`src/rtl/pipe_stage_reg_pkg.sv`:
```
// Shared pipeline payload types, stage-register FSM states and width constants.
// Imported by pipe_stage_reg and its sub-modules.
package pipe_types;

    typedef struct packed {
        logic [31:0] pc;
        logic [31:0] instr;
        logic [31:0] rs1_val;
        logic [31:0] rs2_val;
        logic [31:0] imm;
        logic [4:0]  rd;
        logic [3:0]  alu_op;
        logic        reg_write;
        logic        mem_read;
        logic        mem_write;
        logic        mem_to_reg;
        logic        branch;
        logic        jump;
    } pipeline_reg_t;

    // Each load_* bit is routed by hazard glue to out_ready of the matching stage.
    typedef struct packed {
        logic load_if_id;
        logic load_id_ex;
        logic load_ex_mem;
        logic load_mem_wb;
    } stall_load_reg_t;

    typedef enum logic [1:0] {
        EMPTY = 2'd0,
        ONE   = 2'd1,
        TWO   = 2'd2
    } pipe_state_e;

    localparam int PIPE_W = $bits(pipeline_reg_t);

    function automatic logic [1:0] pipe_occ(input logic main_v, input logic skid_v);
        return {1'b0, main_v} + {1'b0, skid_v};
    endfunction

endpackage

```
`src/rtl/pipe_stage_reg_sat_counter.sv`:
```
// Saturating event counter with asynchronous active-low reset.
// Holds at all-ones instead of wrapping.
module sat_counter #(
    parameter int CNT_W = 32
) (
    input  logic             clk,
    input  logic             rst_n,
    input  logic             inc,
    output logic [CNT_W-1:0] cnt
);

    localparam logic [CNT_W-1:0] ONE_INC = {{(CNT_W-1){1'b0}}, 1'b1};

    always_ff @(posedge clk or negedge rst_n) begin
        if (!rst_n) begin
            cnt <= '0;
        end else if (inc && (cnt != {CNT_W{1'b1}})) begin
            cnt <= cnt + ONE_INC;
        end
    end

endmodule

```
`src/rtl/pipe_stage_reg.sv`:
```
// Generic valid/ready pipeline stage register with optional 2-entry skid buffer and flush.
// Optional stall/bubble performance counters are enabled by defining PIPE_STAGE_PERF_EN.
module pipe_stage_reg
    import pipe_types::*;
#(
    parameter int WIDTH = PIPE_W,
    parameter int SKID  = 1,
    parameter int CNT_W = 32
) (
    input  logic             clk,
    input  logic             rst_n,
    input  logic             flush_i,
    input  logic             in_valid,
    output logic             in_ready,
    input  logic [WIDTH-1:0] in_data,
    output logic             out_valid,
    input  logic             out_ready,
    output logic [WIDTH-1:0] out_data,
    output logic [1:0]       occupancy
`ifdef PIPE_STAGE_PERF_EN
    ,
    output logic [CNT_W-1:0] stall_cnt,
    output logic [CNT_W-1:0] bubble_cnt
`endif
);

    // Handshake: a payload moves across a port only on a rising edge where
    // that port's valid and ready are both 1; out_data is frozen while stalled.
    logic             main_valid;
    logic             skid_valid;
    logic [WIDTH-1:0] main_data;
    logic             in_xfer;
    logic             out_xfer;

    assign in_xfer   = in_valid & in_ready;
    assign out_xfer  = main_valid & out_ready;
    assign out_valid = main_valid;
    assign out_data  = main_data;
    assign occupancy = pipe_occ(main_valid, skid_valid);

    generate
        if (SKID != 0) begin : g_skid
            pipe_state_e      state;
            logic [WIDTH-1:0] skid_data;

            // Ready depends only on a flop, breaking the upstream ready path.
            assign in_ready = ~skid_valid;

            always_ff @(posedge clk or negedge rst_n) begin
                if (!rst_n) begin
                    state      <= EMPTY;
                    main_valid <= 1'b0;
                    skid_valid <= 1'b0;
                    main_data  <= '0;
                    skid_data  <= '0;
                end else if (flush_i) begin
                    state      <= EMPTY;
                    main_valid <= 1'b0;
                    skid_valid <= 1'b0;
                end else begin
                    case (state)
                        EMPTY: begin
                            if (in_xfer) begin
                                main_data  <= in_data;
                                main_valid <= 1'b1;
                                state      <= ONE;
                            end
                        end
                        ONE: begin
                            if (in_xfer && out_xfer) begin
                                main_data <= in_data;
                            end else if (in_xfer) begin
                                skid_data  <= in_data;
                                skid_valid <= 1'b1;
                                state      <= TWO;
                            end else if (out_xfer) begin
                                main_valid <= 1'b0;
                                state      <= EMPTY;
                            end
                        end
                        TWO: begin
                            // Skid entry is older than anything upstream, so it refills main.
                            if (out_xfer) begin
                                main_data  <= skid_data;
                                skid_valid <= 1'b0;
                                state      <= ONE;
                            end
                        end
                        default: begin
                            state      <= EMPTY;
                            main_valid <= 1'b0;
                            skid_valid <= 1'b0;
                        end
                    endcase
                end
            end
        end else begin : g_single
            assign in_ready   = out_ready | ~main_valid;
            assign skid_valid = 1'b0;

            always_ff @(posedge clk or negedge rst_n) begin
                if (!rst_n) begin
                    main_valid <= 1'b0;
                    main_data  <= '0;
                end else if (flush_i) begin
                    main_valid <= 1'b0;
                end else if (in_xfer) begin
                    main_valid <= 1'b1;
                    main_data  <= in_data;
                end else if (out_xfer) begin
                    main_valid <= 1'b0;
                end
            end
        end
    endgenerate

`ifdef PIPE_STAGE_PERF_EN
    sat_counter #(.CNT_W(CNT_W)) u_stall_cnt (
        .clk   (clk),
        .rst_n (rst_n),
        .inc   (main_valid & ~out_ready),
        .cnt   (stall_cnt)
    );

    sat_counter #(.CNT_W(CNT_W)) u_bubble_cnt (
        .clk   (clk),
        .rst_n (rst_n),
        .inc   (~main_valid),
        .cnt   (bubble_cnt)
    );
`endif

`ifndef SYNTHESIS
    always @(posedge clk) begin
        if (rst_n) begin
            assert (!skid_valid || main_valid)
                else $error("skid entry valid while main entry empty");
            assert (CNT_W > 0)
                else $error("counter width must be positive");
        end
    end
`endif

endmodule

```
`config.mk`:
```
export PLATFORM = sky130hd
export DESIGN_NAME = pipe_stage_reg
export DESIGN_NICKNAME = d
export VERILOG_FILES = /design/src/rtl/pipe_stage_reg_pkg.sv /design/src/rtl/pipe_stage_reg_sat_counter.sv /design/src/rtl/pipe_stage_reg.sv
export SDC_FILE = /design/constraint.sdc
export NUM_CORES = 1
export LEC_CHECK = 0
export BUFFER_PORTS_ARGS = -buffer_cell sky130_fd_sc_hd__buf_2
export CAP_MARGIN = 40
export CORE_MARGIN = 1.5
export CORE_UTILIZATION = 35
export DETAILED_ROUTE_END_ITERATION = 16
export MAX_ROUTING_LAYER = met4
export PLACE_DENSITY = 0.65
export REMOVE_ABC_BUFFERS = 1
export SYNTH_ARGS = -nofsm -noshare
export SYNTH_HDL_FRONTEND = slang
export SYNTH_HIERARCHICAL = 1
export SYNTH_SLANG_ARGS = --single-unit
```
`constraint.sdc`:
```
create_clock -name clk -period 1.8 [get_ports clk]
set_input_delay 0.27 -clock clk [delete_from_list [all_inputs] [get_ports clk]]
set_output_delay 0.27 -clock clk [all_outputs]
set_load 0.05 [all_outputs]
```
## After elaboration in Yosys (flattened, before gate mapping)

Cells that the tools add are included.

| operators by class | value |
|---|---|
| $add $sub $neg | 1 |
| eq/ne operators | 14 |
| mux-type cells | 20 |
| bitwise operators | 5 |
| reduce and logical (&&, ||, !) cells | 8 |

Operator list:

| kind | count |
|---|---|
| $mux W175 | 3 |
| $pmux W175 S3 | 1 |
| $ne A3 B3 Y1 const B | 6 |
| $mux W2 | 6 |
| $reduce_and A4 Y1 | 3 |
| $ne A2 B2 Y1 const B | 5 |
| $reduce_and A5 Y1 | 2 |
| $mux W1 | 7 |
| $pmux W1 S3 | 2 |
| $pmux W2 S3 | 1 |
| $ne A4 B4 Y1 const B | 1 |
| $not A1 Y1 | 3 |
| $reduce_bool A3 Y1 | 1 |
| $add A1 B1 Y2 | 1 |
| $and A1 B1 Y1 | 2 |
| $eq A2 B1 Y1 const B | 1 |
| $eq A2 B2 Y1 const B | 1 |
| $logic_not A2 Y1 | 1 |
| $logic_and A1 B1 Y1 | 1 |

| storage, ports and cells | value |
|---|---|
| bits in registers | 354 |
| input port bits | 180 |
| output and inout port bits | 179 |
| logic and storage cells | 53 |

## Longest topological paths before layout

Gate-level depths: netlist of run 1.

| depth | value |
|---|---|
| word-level depth | 6 |
| depth in mapped cells | 6 |
| gate-level depth less buffers | 4 |

## Least setup slack after synthesis of run 1

Ideal clock, no wire load.

| timing | value |
|---|---|
| path type | reg2reg |
| start point | reg main_valid (netlist: out_valid) |
| end point | reg g_skid.skid_data[124] |
| library setup time | 0.125 ns |
| arrival | 1.974 ns |
| required time | 1.675 ns |
| path slack | -0.299 ns |
| stages on the path, launching flop included | 6 |
| buffers on the path | 2 |
| clock period less this slack | 2.099 ns |
| cells stage by stage | dfrtp_1 a21boi_1 nand3_1 clkbuf_1 buf_2 mux2_2 |

| on the way | value |
|---|---|
| longest elaborated chain between the ends | 4 |

RTL lines:

| item | line | source |
|---|---|---|
| start, declared | pipe_stage_reg.sv:29 | `logic main_valid;` |
| start signal, assigned | pipe_stage_reg.sv:52 | `main_valid <= 1'b0;` |
| start signal, assigned | pipe_stage_reg.sv:58 | `main_valid <= 1'b0;` |
| start signal, assigned | pipe_stage_reg.sv:65 | `main_valid <= 1'b1;` |
| $and A1 B1 Y1 | pipe_stage_reg.sv:36 | `assign out_xfer = main_valid & out_ready;` |
| $logic_and A1 B1 Y1 | pipe_stage_reg.sv:70 | `if (in_xfer && out_xfer) begin` |
| $not A1 Y1 (no line) | n/a |  |
| $reduce_and A4 Y1 (no line) | n/a |  |
| end signal, assigned | pipe_stage_reg.sv:73 | `skid_data <= in_data;` |
| end, declared | pipe_stage_reg.sv:44 | `logic [WIDTH-1:0] skid_data;` |

No other way between the ends.
A chain may end at the register's enable or synchronous reset.

## Worst setup path after layout of run 1

| timing | value |
|---|---|
| start point | reg g_skid.state[1] |
| end point | reg main_data[172] (netlist: out_data[172]) |

| on the way | value |
|---|---|
| longest elaborated chain between the ends | 3 |
| elaborated cells between the ends (all ways) | 9 |
| those cells by class | eq/ne (5); mux (1); reduce/logical (3) |

RTL lines:

| item | line | source |
|---|---|---|
| start, declared | pipe_stage_reg.sv:43 | `pipe_state_e state;` |
| start signal, assigned | pipe_stage_reg.sv:51 | `state <= EMPTY;` |
| start signal, assigned | pipe_stage_reg.sv:57 | `state <= EMPTY;` |
| start signal, assigned | pipe_stage_reg.sv:66 | `state <= ONE;` |
| $eq A2 B1 Y1, or another cell as far along | pipe_stage_reg.sv:61 | `case (state)` |
| $ne A2 B2 Y1 (no line) / $reduce_bool A3 Y1 (equally long branches) | n/a |  |
| $reduce_and A5 Y1 (no line) | n/a |  |
| end signal, assigned | pipe_stage_reg.sv:64 | `main_data <= in_data;` |
| end signal, assigned | pipe_stage_reg.sv:71 | `main_data <= in_data;` |
| end signal, assigned | pipe_stage_reg.sv:84 | `main_data <= skid_data;` |
| end, declared | pipe_stage_reg.sv:31 | `logic [WIDTH-1:0] main_data;` |

Several ways; a longest one is shown, not always the timed one.

==> results of run 1 <==
## sequential cells by signal, indices dropped and copies added, names as in the netlist
name and flops:
skid_valid 1, out_data 175, g_skid.skid_data 175, g_skid.state 2, out_valid 1
## cells in the final DEF, fill, tap and decap left out, types with 2 or more instances in the layout
cell type / Yosys / routed
sky130_fd_sc_hd__dfrtp_1: 354 / 354
sky130_fd_sc_hd__nand2_1: 2 / 2
sky130_fd_sc_hd__nor2_4: 0 / 6
sky130_fd_sc_hd__buf_12: 0 / 32
sky130_fd_sc_hd__clkbuf_8: 0 / 5
sky130_fd_sc_hd__buf_6: 0 / 6
sky130_fd_sc_hd__clkbuf_1: 11 / 14
sky130_fd_sc_hd__a21oi_1: 177 / 149
sky130_fd_sc_hd__buf_4: 4 / 36
sky130_fd_sc_hd__nor2_1: 177 / 158
sky130_fd_sc_hd__mux2i_1: 175 / 175
sky130_fd_sc_hd__mux2_2: 175 / 175
sky130_fd_sc_hd__dlygate4sd3_1: 0 / 176
sky130_fd_sc_hd__buf_2: 60 / 356
sky130_fd_sc_hd__clkinv_2: 0 / 5
sky130_fd_sc_hd__a21oi_2: 0 / 28
sky130_fd_sc_hd__diode_2: 0 / 2
sky130_fd_sc_hd__buf_8: 0 / 9
sky130_fd_sc_hd__inv_1: 2 / 2
sky130_fd_sc_hd__clkbuf_16: 0 / 54
sky130_fd_sc_hd__nor2_2: 0 / 13
sky130_fd_sc_hd__buf_16: 0 / 8
sky130_fd_sc_hd__nor2b_1: 3 / 2
## worst max-delay path: stages (launching register included)
cell                        delay (ns)
sky130_fd_sc_hd__dfrtp_1          0.38
sky130_fd_sc_hd__or4b_4           0.54
sky130_fd_sc_hd__o22ai_4          0.18
sky130_fd_sc_hd__buf_12           0.17
sky130_fd_sc_hd__buf_16           0.18
sky130_fd_sc_hd__buf_12           0.13
sky130_fd_sc_hd__clkbuf_16        0.14
sky130_fd_sc_hd__a21oi_2          0.05
## cell families after synthesis
logic type | Yosys count | share of synthesized area (%)
DFF | 354 | 60.4
adders and majority gates | 1 | 0.0853
muxes | 350 | 25.4
and+or+nand+nor | 186 | 4.92
xor gates and xnor gates | 1 | 0.0597
buffers and inverters | 79 | 2.64
AOI/OAI and AO/OA | 185 | 6.49
## metrics by stage
step	setup TNS, ns	util (%)	cell area [um^2]
2_1_floorplan	-2762.38	-	14300
3_3_place_gp	-0.284	43.2	17800
3_5_place_dp	-1.58	43.2	17800
4_1_cts	-1.16	50.9	20900
5_1_grt	-14.89	52.5	21600
6_report	-3.73	52.5	21600
## area by class of cell
| class | count | share of cell area (%) |
|---|---|---|
| flip-flops and latches | 354 | 41.1 |
| multi-input cells | 723 | 26.2 |
| repair buffers | 636 | 24.1 |
| clock buffers | 60 | 5.32 |
| well taps | 532 | 3.09 |
| clock inverters | 6 | 0.157 |
| inverters | 2 | 0.0348 |
| diodes | 2 | 0.0232 |
## power by group through the flow
stage / Combinational (mW) / Sequential (mW) / Clock, mW
floorplan: 5.18 / 20.3 / 0
global route: 17.3 / 14.4 / 8.03
detailed placement: 15.3 / 13.9 / 0
CTS: 15.8 / 13.9 / 7.71
global placement: 15.0 / 13.7 / 0
finish: 16.4 / 14.0 / 7.49
## layer usage
layer	up-vias	GRT usage, %	wire length [um]
met5	-	-	0
met4	0	6.07	1130
met3	79	4.31	2060
met2	314	30.3	20100
met1	5636	21.6	16900
li1	5236	-	-
## what timing repair did
action                                 4_1_cts  5_1_grt
gates resized for setup                     25       67
setup endpoints to repair                  102      201
gates cloned                                 3       16
buffers inserted                             2        8
endpoints found under the hold margin      213        0
hold buffers                               176        0
## worst paths after layout
path	cells after the start	to	start	slack (ns)
setup / recovery	7	out_data[172]	g_skid.state[1]	-0.08
setup reg to reg	7	out_data[172]	g_skid.state[1]	-0.08
hold reg to reg	1	g_skid.skid_data[83]	g_skid.skid_data[83]	0.50
min in group asynchronous	2	out_data[116]	rst_n	0.26
hold / removal	3	skid_valid	flush_i	0.06
max in group asynchronous	4	out_data[167]	rst_n	0.82
==> flow_results.org, run 1 <==
** Route
- # DRC :: 0
- Initial DRC Count :: 585
- Total wirelength of the detailed-routed design :: 40200 um
- Dividing the detail-routed wire length by the instance count gives 17.4 um.
- DRT antenna net count :: 0
- The detailed router placed 11265 vias in this run.
- Ratio of routed vias to standard cells :: 4.87
- Number of iterations in the first detailed-routing pass :: 6

** Yosys
- The most used flip-flop cell after synthesis is sky130_fd_sc_hd__dfrtp_1.
- Synth warn :: 6
- Counting flops with a built-in enable in the synthesized netlist gives 0.
- Most numerous cell in the Yosys netlist :: sky130_fd_sc_hd__dfrtp_1
- The share of synthesized area in the top cell type comes to 60.4%.
- Top post-synthesis cells by area :: sky130_fd_sc_hd__dfrtp_1 (60%), sky130_fd_sc_hd__mux2_2 (13%), sky130_fd_sc_hd__mux2i_1 (12%)
- Cell taking the most area after synthesis :: sky130_fd_sc_hd__dfrtp_1
- Async set-or-reset flop fraction in the synthesized netlist :: 100%
- Synthesis instantiated 26 different standard cells from the library.
- Counting flops and latches in the post-synthesis netlist gives 354.
- Synthesis produced 1156 cells.
- Top cells by count, synth :: sky130_fd_sc_hd__dfrtp_1 (354), sky130_fd_sc_hd__a21oi_1 (177), sky130_fd_sc_hd__nor2_1 (177)
- Dividing the synthesized area by the synthesized cell count gives 12.7 um^2.
- Sequential cells were found to cover 60.4% of the synthesized design area.
- Summed instance area of the synthesized netlist :: 0.0147 mm^2

** Clocking
- Clock Path Buffers :: 3
- The clock drives 354 sinks.
- CTS tree :: done
- Clock-pin slew on the worst setup and hold paths :: 0.06 ns
- In this run the clock root is driven by a sky130_fd_sc_hd__clkbuf_16.
- Number of CTS-inserted buffers :: 39
- Clock insertion delay at the later pin of the skew report :: 0.54 ns
- CTS built an H-tree with a depth of 2.

** Power
- IR analysis of the VDD net gives a maximum drop of 1.37 mV.
- Switch share :: 42.8%
- Sequential cells account for 36.9% of the total power.
- Internal power consumption :: 21.6 mW
- Leakage power total :: 9.34 nW
- Part of the power in the clock network :: 19.8%
- Switching power total :: 16.2 mW
- Total chip power :: 37.9 mW
- Power density cells :: 1760 mW/mm^2
- Combinational logic is responsible for 43.3% of the overall power.

** STA
- RSZ-0062 raised after global routing :: yes
- In the finished design, the share of the clock period the worst path needs comes to 105%.
- The worst pin sits at a relative slew slack of 67.7%.
- For the pin with the worst max-slew slack, the measured transition is 0.485 ns.
- Derived from the worst setup path, the maximum achievable clock frequency is 0.531 GHz.
- The final max-slew violation count came to 0.
- Post-route minimum period :: 1.88 ns
- Setup slack on the critical path of the routed design comes to -0.0848 ns.
- Setup violations remaining at the end of the flow were counted as 125.
- Worst-case hold slack :: 0.0614 ns
- Clock skew on the completed layout was measured at 0.00834 ns.
- The count of final hold-check violations came to 0.

** Global route
- Global route overflow :: 0
- Maximum number of pins on one net before global-route repair :: 51
- The number of global-route vias before repair came to 11873.
- The initial antenna violation count was 2.
- The first global-routing pass estimated 61800 um of wire.
- Global routing used 18.2% of the available tracks.

** Worst setup path
- Crit path arrival time :: 2.30 ns
- Type of the setup path with the least slack :: register to register
- Required time at the worst-slack endpoint :: 2.22 ns
- CP max FO :: 9
- Critical path endpoint category :: register
- The worst setup path is launched from a register.

** Placed design
- Worst slack, placed :: -0.0624 ns
- Final HPWL from detailed placement :: 25500 um
- Gp weighted congestion :: 0.830
- Counting tap cells, the placed design contains a total of 2044 instances.
- Buffers placed on the I/O ports in this run total 358.

** Outcome
- Failing checks :: setup timing
- The run finished, with violations left.

** Min path
- The worst hold path belongs to the class primary input to register.

** Floorplan
- Height of the die :: 208 um
- Measured along the x axis, the die boundary spans 208 um.
- In this run the standard cell core region covers 0.0411 mm^2.
- For this configuration, the core starts out at a cell density of 35.7%.
- The floorplan step defined a die boundary enclosing 0.0431 mm^2.
- During I/O placement, the number of pins put on the boundary was 359.
- Number of placement rows :: 74

** Finish
- Register area :: 0.00886 mm^2
- Number of nets in the layout :: 1937
- In the final layout, the multi-input gates occupy 0.00565 mm^2.
- Filler Cells Inserted :: 3439
- The finished layout holds 2315 standard cells, fillers aside.
- The area growth from synthesis to layout is 47.1%.
- Fraction of layout cells with a size suffix above 1 :: 41.5%

** Flow run
- Across the run, the number of max-cap violations was 0.
Power figures use the tool's default switching activity.
==> run 2, diff against run 1 <==
ABC_AREA = 1   (was default)
SETUP_SLACK_MARGIN = 0.05   (was default)
==> run 2 against run 1 <==
  * The run now ends clean
  * Count of clock-buffer cells in the layout decreased by 3
  * Non-clock buffer count is 53 lower
  * Combinational power hardly changed
  * Synthesized cell count is 67% higher
  * Sequential power about the same
  * Total power up 0.91%
  * Critical path depth fell by 5
  * Sequential share of layout area up 0.18 points
  * Utilization fell by 3.9 points
  * Flip-flop and latch count is the same
  * Largest power group unchanged
==> flow_results.org, run 2 <==
** Outcome
- The run finished with clean final reports.

** Finish
- Most frequent standard cell in the layout excluding fill and tap cells :: sky130_fd_sc_hd__nand2_1
- Summing all non-filler instances in the final layout gives an area of 0.0215 mm^2.
- Once layout is complete, the utilization of the core stands at 48.6%.
- Number of nets in the layout :: 2606
- The area growth from synthesis to layout is 37.0%.
- The library cells used most frequently in the layout, excluding fill and tap cells, are sky130_fd_sc_hd__nand2_1 (674), sky130_fd_sc_hd__buf_2 (356), sky130_fd_sc_hd__dfrtp_1 (353), sky130_fd_sc_hd__o21ai_0 (236), sky130_fd_sc_hd__nand3_1 (181).
- 0 antenna diodes ended up in the layout.
- Of the cells placed in the final design, the portion with a size suffix greater than 1 is 20.2%.
- Excluding fillers, the count of instances in the completed layout stands at 3037.

** Yosys
- Area share of fa/ha/maj cells after synthesis :: 0.0798%
- Top post-synthesis cells by area :: sky130_fd_sc_hd__dfrtp_1 (57%), sky130_fd_sc_hd__nand2_1 (16%), sky130_fd_sc_hd__o21ai_0 (7.7%)
- In this run, synthesis produced a sequential element count of 354.
- After Yosys synthesis, and, or, nand and nor cells account for 23.3% of the synthesized area.
- Yosys mapped a number of flops with a built-in enable equal to 0.
- Top FF cell, synth :: sky130_fd_sc_hd__dfrtp_1
- A synthesized cell averages 8.13 um^2.
- XOR/XNOR share of the synthesized area :: 0%
- Top cells by count, synth :: sky130_fd_sc_hd__nand2_1 (676), sky130_fd_sc_hd__dfrtp_1 (354), sky130_fd_sc_hd__o21ai_0 (242)
- Share of the synthesized area in the top cell type :: 56.5%
- Yosys printed 6 warnings.
- Yosys cell types :: 21
- Mux contribution to synthesized area :: 0%
- Async set-or-reset flop fraction in the synthesized netlist :: 100%
- Of all cell types, the one taking the most synthesized area is sky130_fd_sc_hd__dfrtp_1.
- sky130_fd_sc_hd__nand2_1 is the most common cell in the netlist.
- Synthesis produced a netlist whose cell count is 1927.
- Portion of the post-synthesis area used by sequential elements :: 56.5%
- By area, the combinational part of the netlist is dominated by simple AND/OR/NAND/NOR gates.
- Summed instance area of the synthesized netlist :: 0.0157 mm^2
- Complex-gate fraction of the synthesized area :: 11.3%

** STA
- Adding up every negative setup slack in the final design gives 0 ns.
- The count of final hold-check violations is 0.
- Finish-stage setup viols :: 0
- Post-route minimum period :: 1.70 ns
- RSZ-0062 raised after global routing :: yes
- At the pin with the least slew margin, the transition time is 0.404 ns.
- Tightest slew margin relative to the limit :: 73.0%
- Between clock sinks in the finished design, the worst skew comes to 0.00771 ns.
- The final critical path takes up 94.3% of the cycle.
- In the post-route analysis, the smallest setup slack over all paths is 0.103 ns.
- For this run, the top clock speed supported by timing is 0.589 GHz.
- Final hold analysis gives a worst-case slack of 0.0148 ns.
- Final slew viol count :: 0

** Floorplan
- Number of placement rows :: 77
- Effective utilization at floorplan :: 35.4%
- Height of the die :: 215 um
- In this run the horizontal extent of the chip is 215 um.
- The total area inside the core boundary comes to 0.0442 mm^2.
- The die covers 0.0461 mm^2.
- I/O pin cnt :: 359

** Worst setup path
- The worst register-to-register path ends at out_data[74].
- The setup check on the worst reg-to-reg path leaves a slack of 0.14 ns.
- Critical Path Start :: out_valid
- Counting cells, the worst reg-to-reg path comes to 8.
- Critical path endpoint category :: primary output
- Crit path arrival time :: 1.43 ns
- CP max FO :: 4
- Required time at the worst-slack endpoint :: 1.53 ns
- Beginning of the worst register-to-register path :: g_skid.state[0]
- Type of the setup path with the least slack :: register to primary output
- The worst setup path is launched from a register.

** Clocking
- Clock root buffer :: sky130_fd_sc_hd__clkbuf_16
- Clock-pin slew on the worst setup and hold paths :: 0.05 ns
- CTS tree :: done
- H-tree levels :: 2
- Clock insertion delay at the later pin of the skew report :: 0.54 ns
- Number of CTS-inserted buffers :: 41
- Clock tree synthesis found a total of 354 sinks.
- Clock Path Buffers :: 3

** Route
- Wire length per cell :: 15.9 um
- The final layout contains routed wiring with a total length of 48300 um.
- The final route contains 14744 vias.
- In the routed design, unresolved DRC markers number 0.
- Initial DRC Count :: 1082
- Number of iterations in the first detailed-routing pass :: 5
- DRT antenna net count :: 0
- Ratio of routed vias to standard cells :: 4.85

** Power
- Total chip power :: 38.2 mW
- Summed over all cells, the static leakage comes to 11.4 nW.
- The worst-case IR drop observed on VDD is 1.14 mV.
- Power density cells :: 1780 mW/mm^2

** Min path
- The min-delay analysis places its worst path in the category primary input to register.
- Number of cells traversed by the worst hold path :: 3
- Worst-case hold path end point :: g_skid.skid_data[43]
- The startpoint identified for the worst hold timing path is in_data[43].

** Placed design
- Final HPWL from detailed placement :: 27900 um
- Once placement completed, the tool counted placed cells totaling 2796.
- The congestion estimate from routability-driven global placement came to 0.804.
- Area after DPL :: 0.0182 mm^2
- IO Port Bufs :: 358
- OpenSTA, run right after detailed placement, puts the worst setup slack at 0.0300 ns.

** Flow run
- Maximum Capacitance Violations :: 0

** Global route
- The first global-routing pass estimated 73200 um of wire.
- The initial antenna violation count is 0.
- Summed over all layers, the global routing overflow is 0.
- GRT Overall Usage :: 20.1%
- The number of global-route vias before repair was 14392.
- Entering global routing, the biggest net connects 94 pins.
## run 2: cell count changes in the layout (fill, tap and decap cells not counted), moves of 17 or more
cell,change
sky130_fd_sc_hd__buf_12,-17
sky130_fd_sc_hd__nand3_1,+181
sky130_fd_sc_hd__nand2_1,+672
sky130_fd_sc_hd__o21ai_1,+72
sky130_fd_sc_hd__a21oi_2,-28
sky130_fd_sc_hd__mux2i_1,-175
sky130_fd_sc_hd__inv_1,+176
sky130_fd_sc_hd__o21ai_0,+235
sky130_fd_sc_hd__a21oi_1,-107
sky130_fd_sc_hd__nor2_1,-114
sky130_fd_sc_hd__mux2_2,-175
## run 2: routing by layer
layer	global-route usage, %	up-vias	wire length [um]
met3	3.33	100	3000
met4	7.91	0	1470
li1	-	7071	-
met5	-	-	0
met2	32.7	522	23100
met1	25.0	7051	20800
## run 2: what timing repair did
action	in CTS	in global routing
setup endpoints to repair	42	305
gates cloned	2	12
gates resized for setup	5	25
pin swaps	1	3
hold endpoints to repair	219	0
buffers inserted	1	3
hold buffers	160	0
## run 2: worst max path at each step
stage / to
4_1_cts: occupancy[0]
2_1_floorplan: out_data[0]
3_3_place_gp: g_skid.skid_data[20]
5_1_grt: out_data[17]
6_report: occupancy[0]
3_5_place_dp: g_skid.skid_data[49]
## run 2: worst max-delay path: stages, from the launching register on
cell and delay, ns:
sky130_fd_sc_hd__dfrtp_1 0.42, sky130_fd_sc_hd__ha_1 0.31, sky130_fd_sc_hd__buf_6 0.16
## run 2: kinds of logic (layout without fill, tap and decap cells)
family / after synthesis / count (layout)
and+or+nand+nor: 906 / 911
DFF: 354 / 354
AOI/OAI and AO/OA: 352 / 352
adders and majority gates: 1 / 1
buffers and inverters: 314 / 827
## run 2: final cells by class
type,count,area [um^2]
multi-input combinational,1264,5540
clock inverter,6,55.1
tap,592,741
inverter,181,679
timing repair buffer,583,4440
sequential,354,8860
fill,4165,22700
clock buffer,57,1160
## run 2: where the power goes
part | internal (mW) | switching, mW | total [mW] | leakage, nW
clock network | 4.56 | 3.20 | 7.76 | 0.600
registers | 11.8 | 2.11 | 14.0 | 4.34
logic | 4.33 | 12.2 | 16.5 | 6.51
total | 20.7 | 17.5 | 38.2 | 11.4
